File: src/rtl/key_serializer.sv
// rtl/key_serializer.sv - serial key link transmitter; optional KEY_SERIALIZER_SOCD_EN
module key_serializer #(
    parameter int DEB_FRAMES = 3,
    parameter int CNT_W      = 4
) (
    input  logic       clk,
    input  logic       rst,
    input  logic [7:0] btn,
    input  logic       vsync,
    input  logic       csync,
    input  logic       pvalid,
    output logic       skey,
    output logic [7:0] key_state,
    output logic       busy
);

    localparam logic [CNT_W-1:0] DEB_LIMIT = CNT_W'(DEB_FRAMES);

    logic [7:0]       sync_q1;
    logic [7:0]       sync_q2;
    logic             vsync_d;
    logic             tick;
    logic [7:0]       deb;
    logic [CNT_W-1:0] cnt [8];
    logic [7:0]       sr;
    logic [3:0]       bitcnt;

    // Two-flop synchronizer on the raw pins; idle level is released (1).
    always_ff @(posedge clk or posedge rst) begin
        if (rst) begin
            sync_q1 <= 8'hFF;
            sync_q2 <= 8'hFF;
        end else begin
            sync_q1 <= btn;
            sync_q2 <= sync_q1;
        end
    end

    // Delayed vsync for frame-tick edge detection.
    always_ff @(posedge clk or posedge rst) begin
        if (rst) begin
            vsync_d <= 1'b0;
        end else begin
            vsync_d <= vsync;
        end
    end

    assign tick = vsync & ~vsync_d;

    // Per-key debounce: a differing level must be seen on DEB_FRAMES consecutive ticks.
    always_ff @(posedge clk or posedge rst) begin
        if (rst) begin
            deb <= 8'hFF;
            for (int i = 0; i < 8; i++) begin
                cnt[i] <= '0;
            end
        end else if (tick) begin
            for (int i = 0; i < 8; i++) begin
                if (sync_q2[i] == deb[i]) begin
                    cnt[i] <= '0;
                end else if (cnt[i] + 1'b1 == DEB_LIMIT) begin
                    deb[i] <= sync_q2[i];
                    cnt[i] <= '0;
                end else begin
                    cnt[i] <= cnt[i] + 1'b1;
                end
            end
        end
    end

    // Presented key vector; with SOCD cleaning, opposing directions cancel to released.
    always_comb begin
        key_state = deb;
`ifdef KEY_SERIALIZER_SOCD_EN
        if (!deb[0] && !deb[1]) begin
            key_state[1:0] = 2'b11;
        end
        if (!deb[2] && !deb[3]) begin
            key_state[3:2] = 2'b11;
        end
`endif
    end

    // Shifter: csync (re)loads the snapshot, pvalid walks it out MSB-first, 1s fill behind.
    always_ff @(posedge clk or posedge rst) begin
        if (rst) begin
            sr     <= 8'hFF;
            bitcnt <= 4'd8;
        end else if (csync) begin
            sr     <= key_state;
            bitcnt <= 4'd0;
        end else if (pvalid && (bitcnt != 4'd8)) begin
            sr     <= {sr[6:0], 1'b1};
            bitcnt <= bitcnt + 4'd1;
        end
    end

    assign skey = sr[7];
    assign busy = (bitcnt != 4'd8);

endmodule

File: config.mk
export PLATFORM = sky130hd
export DESIGN_NAME = key_serializer
export DESIGN_NICKNAME = d
export VERILOG_FILES = /design/src/rtl/key_serializer.sv
export SDC_FILE = /design/constraint.sdc
export NUM_CORES = 1
export LEC_CHECK = 0
export CAP_MARGIN = 20
export CELL_PAD_IN_SITES_DETAIL_PLACEMENT = 2
export CELL_PAD_IN_SITES_GLOBAL_PLACEMENT = 2
export CORE_ASPECT_RATIO = 1.75
export CORE_MARGIN = 4
export CORE_UTILIZATION = 33
export DETAILED_ROUTE_END_ITERATION = 10
export PLACE_DENSITY_LB_ADDON = 0.15
export SLEW_MARGIN = 30
export SYNTH_ARGS = -nofsm -noshare
export SYNTH_HDL_FRONTEND = slang
export SYNTH_SLANG_ARGS = --single-unit
File: constraint.sdc
create_clock -name clk -period 2.15 [get_ports clk]
set_clock_uncertainty 0.05 [all_clocks]
set_input_delay 0.5375 -clock clk [delete_from_list [all_inputs] [get_ports clk]]
set_output_delay 0.5375 -clock clk [all_outputs]
set_load 0.005 [all_outputs]
==> impl_metrics.py, run 1 <==
metrics = {
    "run": {
        "max_cap_viol_count": 0,
    },
    "clock_tree": {
        "cts-buffers-inserted": 9,
        "ctsHtreeMaxLevel": 3,
        "insertion_delay_ns": 0.33,
        "cts.reportedPaths.clkPinSlew_ns": 0.06,
        "cts_max_path_buffers": 2,
        "clock_sink_count": 69,
        "clock_tree_from_tritoncts": "yes",
        "clk_root_buffer_cell": "sky130_fd_sc_hd__clkbuf_16",
    },
    "timing": {
        "fin_tns_setup_ns": 0,
        "final_slew_viol_count": 0,
        "setup_viol": 0,
        "max_freq_mhz": 492.1,
        "finalHoldViolations": 0,
        "final_min_period_over_clock_period": 0.9451,
        "timing.slew.headroom": 0.7350,
        "fin_ws_ns": 0.1181,
        "worst_pin_slew_ns": 0.3933,
        "grt_setup_unrepaired": "false",
        "fin_crit_ns": 2.032,
    },
    "global_route": {
        "antenna_found_initial": 0,
        "grt_pass1_wl_mm": 16.08,
        "number_of_global_route_vias_before_repair": 3195,
        "grt_max_degree": 33,
        "groute.usage.overall": 0.1665,
        "gr-total-overflow": 0,
    },
    "drt": {
        "drt-total-wl_mm": 9.248,
        "detail_route.wl_per_cell_um": 17.48,
        "pre_antenna_drt_iters": 4,
        "detailroute.via_count": 2800,
        "iteration_0_drc_count_of_the_detailed_router": 69,
        "drt_drc_violations_left": 0,
        "vias_per_cell": 5.293,
        "route.antenna.remaining_nets": 0,
    },
    "setup_path": {
        "critical-path-top-delay-family": "flip-flops",
        "crit_slowest_cell": "sky130_fd_sc_hd__dfstp_2",
        "worst-setup-path-type": "flip-flop to output pin",
        "critical_path_required_ns": 1.56,
        "ff2ff_path_depth": 5,
        "largest_driver_fanout_on_the_critical_path": 4,
        "critical_path_arrival_ns": 1.44,
        "critical_path.max_stage_delay_ns": 0.58,
        "end_kind": "output pin",
        "worstSetupStartpointType": "flip-flop",
        "crit_buf_inv": 1,
        "cp.depth": 1,
        "worstPathCellList": "clkdlybuf4s50_1",
    },
    "floorplan": {
        "die_height_um": 144.8,
        "initial_core_util": 0.3408,
        "die_area_sq_um": 12480,
        "die_w_um": 86.19,
        "fp_rows": 49,
        "io-pin-count": 23,
        "core_region_area_sq_um": 10360,
    },
    "layout": {
        "synthToLayoutAreaGrowth_pct": 24.56,
        "footprint_of_the_multi_input_gates_sq_um": 1678,
        "seq_area_sq_um": 1768,
        "nNetsFinal": 428,
        "final.fill_count": 1128,
        "drive_above_1_share": 0.1990,
        "finalNonFillerCells": 529,
        "antenna_cells": 0,
    },
    "pwr": {
        "power.static_leakage_uw": 0.001829,
        "worst_ir_drop_vdd_uv": 544.8,
        "cellPowerDensity_nw_per_um2": 1178,
    },
    "yosys": {
        "netlist_instances": 354,
        "synth.lib_cells_used.distinct": 32,
        "syn-mean-instance-area_sq_um": 9.974,
        "ys_ff_latch": 69,
        "synth.cell_area_sq_um": 3531,
        "async_reset_ff_frac": 1.000,
        "yosysWarningCount": 0,
        "synth_flop_cell": "sky130_fd_sc_hd__dfrtp_1",
        "synth_enable_flop_cells": 0,
        "synthesis.nets": 385,
        "synth-seq-area-share": 0.5007,
    },
    "run_status": {
        "status": "complete, no violations",
    },
    "placed_design": {
        "number_of_input_and_output_port_buffers_inserted": 22,
        "placed_cells": 511,
        "gpl.final_weighted_congestion": 0.7615,
        "detailed_place_hpwl_mm": 6.540,
        "dp_worst_setup_slack_ns": -0.1577,
    },
    "hold_path": {
        "worstHoldPathCells": 0,
        "timing.hold.worst.class": "flip-flop to flip-flop",
    },
}
==> repair_timing <==
action	CTS	global route
buffers inserted	2	0
gates resized for setup	1	0
hold buffers	0	0
endpoints found under the setup margin	1	0
==> per-layer routing <==
metal	track usage	vias to the layer above	routed length [um]	share of wire
met2	0.3217	26	5384	0.58
met3	0.03229	12	197	0.021
met4	0.06158	0	163	0.018
met5	0	-	0	0
li1	-	1324	-	-
met1	0.1748	1438	3502	0.38
==> area by class of cell <==
type / count / share of cell area
Clock inverter: 5 / 0.02418
Sequential cell: 69 / 0.4020
Tap cell: 127 / 0.03613
Inverter: 11 / 0.01024
Timing Repair Buffer: 41 / 0.09075
Multi-Input combinational cell: 265 / 0.3815
Clock buffer: 11 / 0.05519
==> cells in the mapped netlist, drive strengths merged (2+ instances only) <==
cell type | n | area (sq um)
nand4 | 7 | 43.79
buf | 4 | 25.02
or3 | 2 | 12.51
inv | 11 | 41.29
and3 | 6 | 37.54
mux2i | 7 | 70.07
o21ai | 40 | 200.2
clkbuf | 5 | 18.77
ha | 18 | 225.2
a31oi | 2 | 12.51
o31ai | 26 | 195.2
nand2 | 58 | 220.2
or4 | 2 | 15.01
xor2 | 2 | 17.52
and2 | 14 | 87.58
nand2b | 25 | 163.9
nor2 | 11 | 41.29
dfrtp | 36 | 900.9
mux2 | 8 | 90.08
nand3 | 10 | 50.05
dfstp | 33 | 867.1
a21oi | 10 | 50.05
xnor2 | 9 | 78.83
or3b | 6 | 52.55
==> sequential cells by signal (all words and copies together), names as in the netlist <==
name / cells
cnt: 32
key_state: 8
sr: 8
sync_q1: 8
sync_q2: 8
bitcnt: 4
vsync_d: 1
==> final timing paths <==
kind,endpoint,start,slack (ns)
min in group asynchronous,bitcnt[2],rst,0.50
max in group asynchronous,sync_q2[3],rst,0.99
setup / recovery,key_state[7],key_state[7],0.12
hold reg to reg,sync_q2[6],sync_q1[6],0.31
hold / removal,sync_q2[6],sync_q1[6],0.31
setup reg to reg,key_state[2],cnt[20],0.26
==> logic make-up (layout without fill, tap and decap cells) <==
group,after synthesis,in the layout,share of synthesized area
DFF,69,69,0.5007
muxes,15,15,0.04536
adders and majority gates,18,18,0.06379
xor gates and xnor gates,11,11,0.02729
buffers and inverters,20,68,0.02410
and+or+nand+nor,143,143,0.2091
AOI/OAI and AO/OA,78,78,0.1297
==> layout by cell type (no fill, tap or decap), drive strengths merged, types with 2 or more instances in the layout <==
cell / Yosys / final
nand2b: 25 / 25
or3b: 6 / 6
o31ai: 26 / 26
mux2i: 7 / 7
inv: 11 / 11
nand4: 7 / 7
a31oi: 2 / 2
clkdlybuf4s50: 0 / 21
xor2: 2 / 2
dfstp: 33 / 33
mux2: 8 / 8
clkinvlp: 0 / 2
nor2: 11 / 11
a21oi: 10 / 10
and2: 14 / 14
o21ai: 40 / 40
or4: 2 / 2
dfrtp: 36 / 36
nand3: 10 / 10
xnor2: 9 / 9
and3: 6 / 6
ha: 18 / 18
clkbuf: 5 / 11
nand2: 58 / 58
or3: 2 / 2
bufinv: 0 / 3
buf: 4 / 19
==> where the power goes <==
part / total [uW] / internal, uW / switching (uW)
sequential: 2140 / 1730 / 413
clock: 1740 / 1170 / 570
combinational: 1300 / 641 / 660
==> metrics by stage <==
stage	total power, uW	hold slack, ns	cell area (sq um)	utilization
after detailed placement	3460	0.2978	4035	0.3894
after global routing	5585	0.3080	4398	0.4245
after CTS	5280	0.3068	4398	0.4245
final	5181	0.3056	4398	0.4245
after global placement	3365	0.2956	4035	0.3894
after floorplan	2847	0.2952	3535	-
Power figures use the tool's default switching activity.
==> run 2: changes to the inputs <==
--- a/config.mk
+++ b/config.mk
@@ -10,8 +10,10 @@
 export CELL_PAD_IN_SITES_GLOBAL_PLACEMENT = 2
 export CORE_ASPECT_RATIO = 1.75
 export CORE_MARGIN = 4
-export CORE_UTILIZATION = 33
+export CORE_UTILIZATION = 34
+export CTS_BUF_LIST = sky130_fd_sc_hd__clkbuf_16
 export DETAILED_ROUTE_END_ITERATION = 10
+export HOLD_SLACK_MARGIN = 0.08
 export PLACE_DENSITY_LB_ADDON = 0.15
 export SLEW_MARGIN = 30
 export SYNTH_ARGS = -nofsm -noshare
==> run 2 against run 1 <==
- first-iteration DRC count decreased by 12%
- power decreased by 9.3%
- setup slack improved by 0.010 ns
- combinational power decreased by 4%
- sequential share of layout area increased by 1.2 points
- sequential power about the same
- highest routed layer unchanged
- cell count decreased by 0.57%
- design area decreased by 3.0%
- die area decreased by 2.7%
- clock power decreased by 25%
- sequential cell count unchanged
- core utilization decreased by 0.76 points
==> impl_metrics.py, run 2 (synthesized netlist as in run 1, its figures left out) <==
metrics = {
    "timing": {
        "worst_pin_slew_ns": 0.3815,
        "timing.slew.headroom": 0.7457,
        "fin_tns_setup_ns": 0,
        "fin_crit_ns": 2.022,
        "finalHoldViolations": 0,
        "setup_viol": 0,
        "final_min_period_over_clock_period": 0.9404,
        "grt_setup_unrepaired": "false",
        "final_slew_viol_count": 0,
        "max_freq_mhz": 494.6,
        "fin_ws_ns": 0.1282,
    },
    "placed_design": {
        "number_of_input_and_output_port_buffers_inserted": 22,
        "dp_worst_setup_slack_ns": -0.2146,
        "placed_cells": 509,
        "gpl.final_weighted_congestion": 0.7392,
        "detailed_place_hpwl_mm": 6.278,
    },
    "floorplan": {
        "die_area_sq_um": 12140,
        "die_height_um": 142.8,
        "core_region_area_sq_um": 10240,
        "die_w_um": 85.04,
        "initial_core_util": 0.3449,
        "fp_rows": 49,
        "io-pin-count": 23,
    },
    "pwr": {
        "worst_ir_drop_vdd_uv": 444.9,
        "cellPowerDensity_nw_per_um2": 1101,
        "power.static_leakage_uw": 0.001785,
    },
    "drt": {
        "vias_per_cell": 5.293,
        "iteration_0_drc_count_of_the_detailed_router": 61,
        "drt_drc_violations_left": 0,
        "route.antenna.remaining_nets": 0,
        "detail_route.wl_per_cell_um": 16.41,
        "pre_antenna_drt_iters": 5,
        "drt-total-wl_mm": 8.634,
        "detailroute.via_count": 2784,
    },
    "global_route": {
        "antenna_found_initial": 0,
        "grt_pass1_wl_mm": 15.01,
        "grt_max_degree": 70,
        "gr-total-overflow": 0,
        "groute.usage.overall": 0.1574,
        "number_of_global_route_vias_before_repair": 3088,
    },
    "run": {
        "max_cap_viol_count": 0,
    },
    "setup_path": {
        "critical_path.max_stage_delay_ns": 0.55,
        "largest_driver_fanout_on_the_critical_path": 24,
        "worst-setup-path-type": "input pin to flip-flop",
        "critical_path_required_ns": 2.36,
        "crit_slowest_cell": "sky130_fd_sc_hd__clkdlybuf4s50_1",
        "end_kind": "flip-flop",
        "critical_path_arrival_ns": 2.24,
        "crit_buf_inv": 2,
        "worstPathCellList": "clkdlybuf4s50_1 -> nor2b_1 -> buf_12 -> nand2b_1 -> or3b_2 -> nand2_1",
        "critical-path-top-delay-family": "simple AND/OR/NAND/NOR gates",
        "worstSetupStartpointType": "input pin",
    },
    "clock_tree": {
        "cts.reportedPaths.clkPinSlew_ns": 0.05,
        "ctsHtreeMaxLevel": 3,
        "insertion_delay_ns": 0.34,
        "cts_max_path_buffers": 2,
        "clock_sink_count": 69,
        "clock_tree_from_tritoncts": "yes",
        "cts-buffers-inserted": 9,
        "post_cts_hold_buffer_count": 0,
        "clk_root_buffer_cell": "sky130_fd_sc_hd__clkbuf_16",
    },
    "layout": {
        "final.fill_count": 1089,
        "antenna_cells": 0,
        "drive_above_1_share": 0.1830,
        "registers.top_by_ff_count": "cnt",
        "nNetsFinal": 425,
        "mostFrequentLayoutCells": "57 x sky130_fd_sc_hd__nand2_1, 40 x sky130_fd_sc_hd__o21ai_0, 36 x sky130_fd_sc_hd__dfrtp_1, 33 x sky130_fd_sc_hd__dfstp_2, 26 x sky130_fd_sc_hd__o31ai_1",
        "largest_register_ffs": 32,
        "synthToLayoutAreaGrowth_pct": 20.87,
        "finalNonFillerCells": 526,
        "mostFrequentLayoutCell": "sky130_fd_sc_hd__nand2_1",
    },
    "run_status": {
        "status": "complete, no violations",
    },
    "hold_path": {
        "timing.hold.worst.class": "flip-flop to flip-flop",
    },
}
[run 2: cell type report]
class                      instances  area (sq um)  share of cell area
sequential                        69          1768              0.4142
multi-input combinational        265          1678              0.3931
inverter                          11         45.04             0.01055
clock inverter                     7         28.78            0.006743
clock buffer                       9         225.2             0.05277
tap                              127         158.9             0.03723
timing repair buffer              38         364.1             0.08531
[run 2: path summary, 6_finish.rpt]
kind / slack (ns) / to / start / cells after the start
worst max register to register: 0.29 / key_state[0] / cnt[28] / 5
min in group asynchronous: 0.61 / cnt[26] / rst / 3
worst max-delay path: 0.13 / cnt[27] / vsync / 6
worst min register to register: 0.30 / sync_q2[4] / sync_q1[4] / 0
worst min-delay path: 0.30 / sync_q2[4] / sync_q1[4] / 0
max in group asynchronous: 1.09 / sr[2] / rst / 3
[run 2: per-stage QoR]
stage,area [sq um],hold WS (ns),utilization,total power [uW]
floorplan,3535,0.2952,-,2847
global placement,4008,0.2953,0.3914,3369
detailed placement,4008,0.2969,0.3914,3453
CTS,4268,0.3046,0.4168,4803
global route,4268,0.3110,0.4168,5096
finish,4268,0.3039,0.4168,4699
[run 2: report_power, final]
part / total (uW) / leakage [uW] / switching, uW / internal (uW)
logic: 1250 / 0.000813 / 623 / 631
clock network: 1300 / 0.000142 / 546 / 755
registers: 2140 / 0.000830 / 415 / 1730
total: 4700 / 0.00178 / 1580 / 3110
[run 2: what timing repair did]
item | CTS | global route
resized for setup | 1 | 0
setup buffers | 1 | 0
endpoints found under the setup margin | 1 | 0
[run 2: layer usage]
layer  track usage  vias to the layer above  routed length [um]
met5             0                        -                   0
met4       0.06255                        0                 146
met3       0.03406                        9                 193
met2        0.2975                       22                4882
met1        0.1661                     1444                3412
li1              -                     1309                   -
==> run 3: changes to the inputs <==
--- a/config.mk
+++ b/config.mk
@@ -5,6 +5,7 @@
 export SDC_FILE = /design/constraint.sdc
 export NUM_CORES = 1
 export LEC_CHECK = 0
+export ABC_CLOCK_PERIOD_IN_PS = 2150
 export CAP_MARGIN = 20
 export CELL_PAD_IN_SITES_DETAIL_PLACEMENT = 2
 export CELL_PAD_IN_SITES_GLOBAL_PLACEMENT = 2
==> results of run 3 <==
The final DEF is identical to that of run 2; final timing and power are the same.
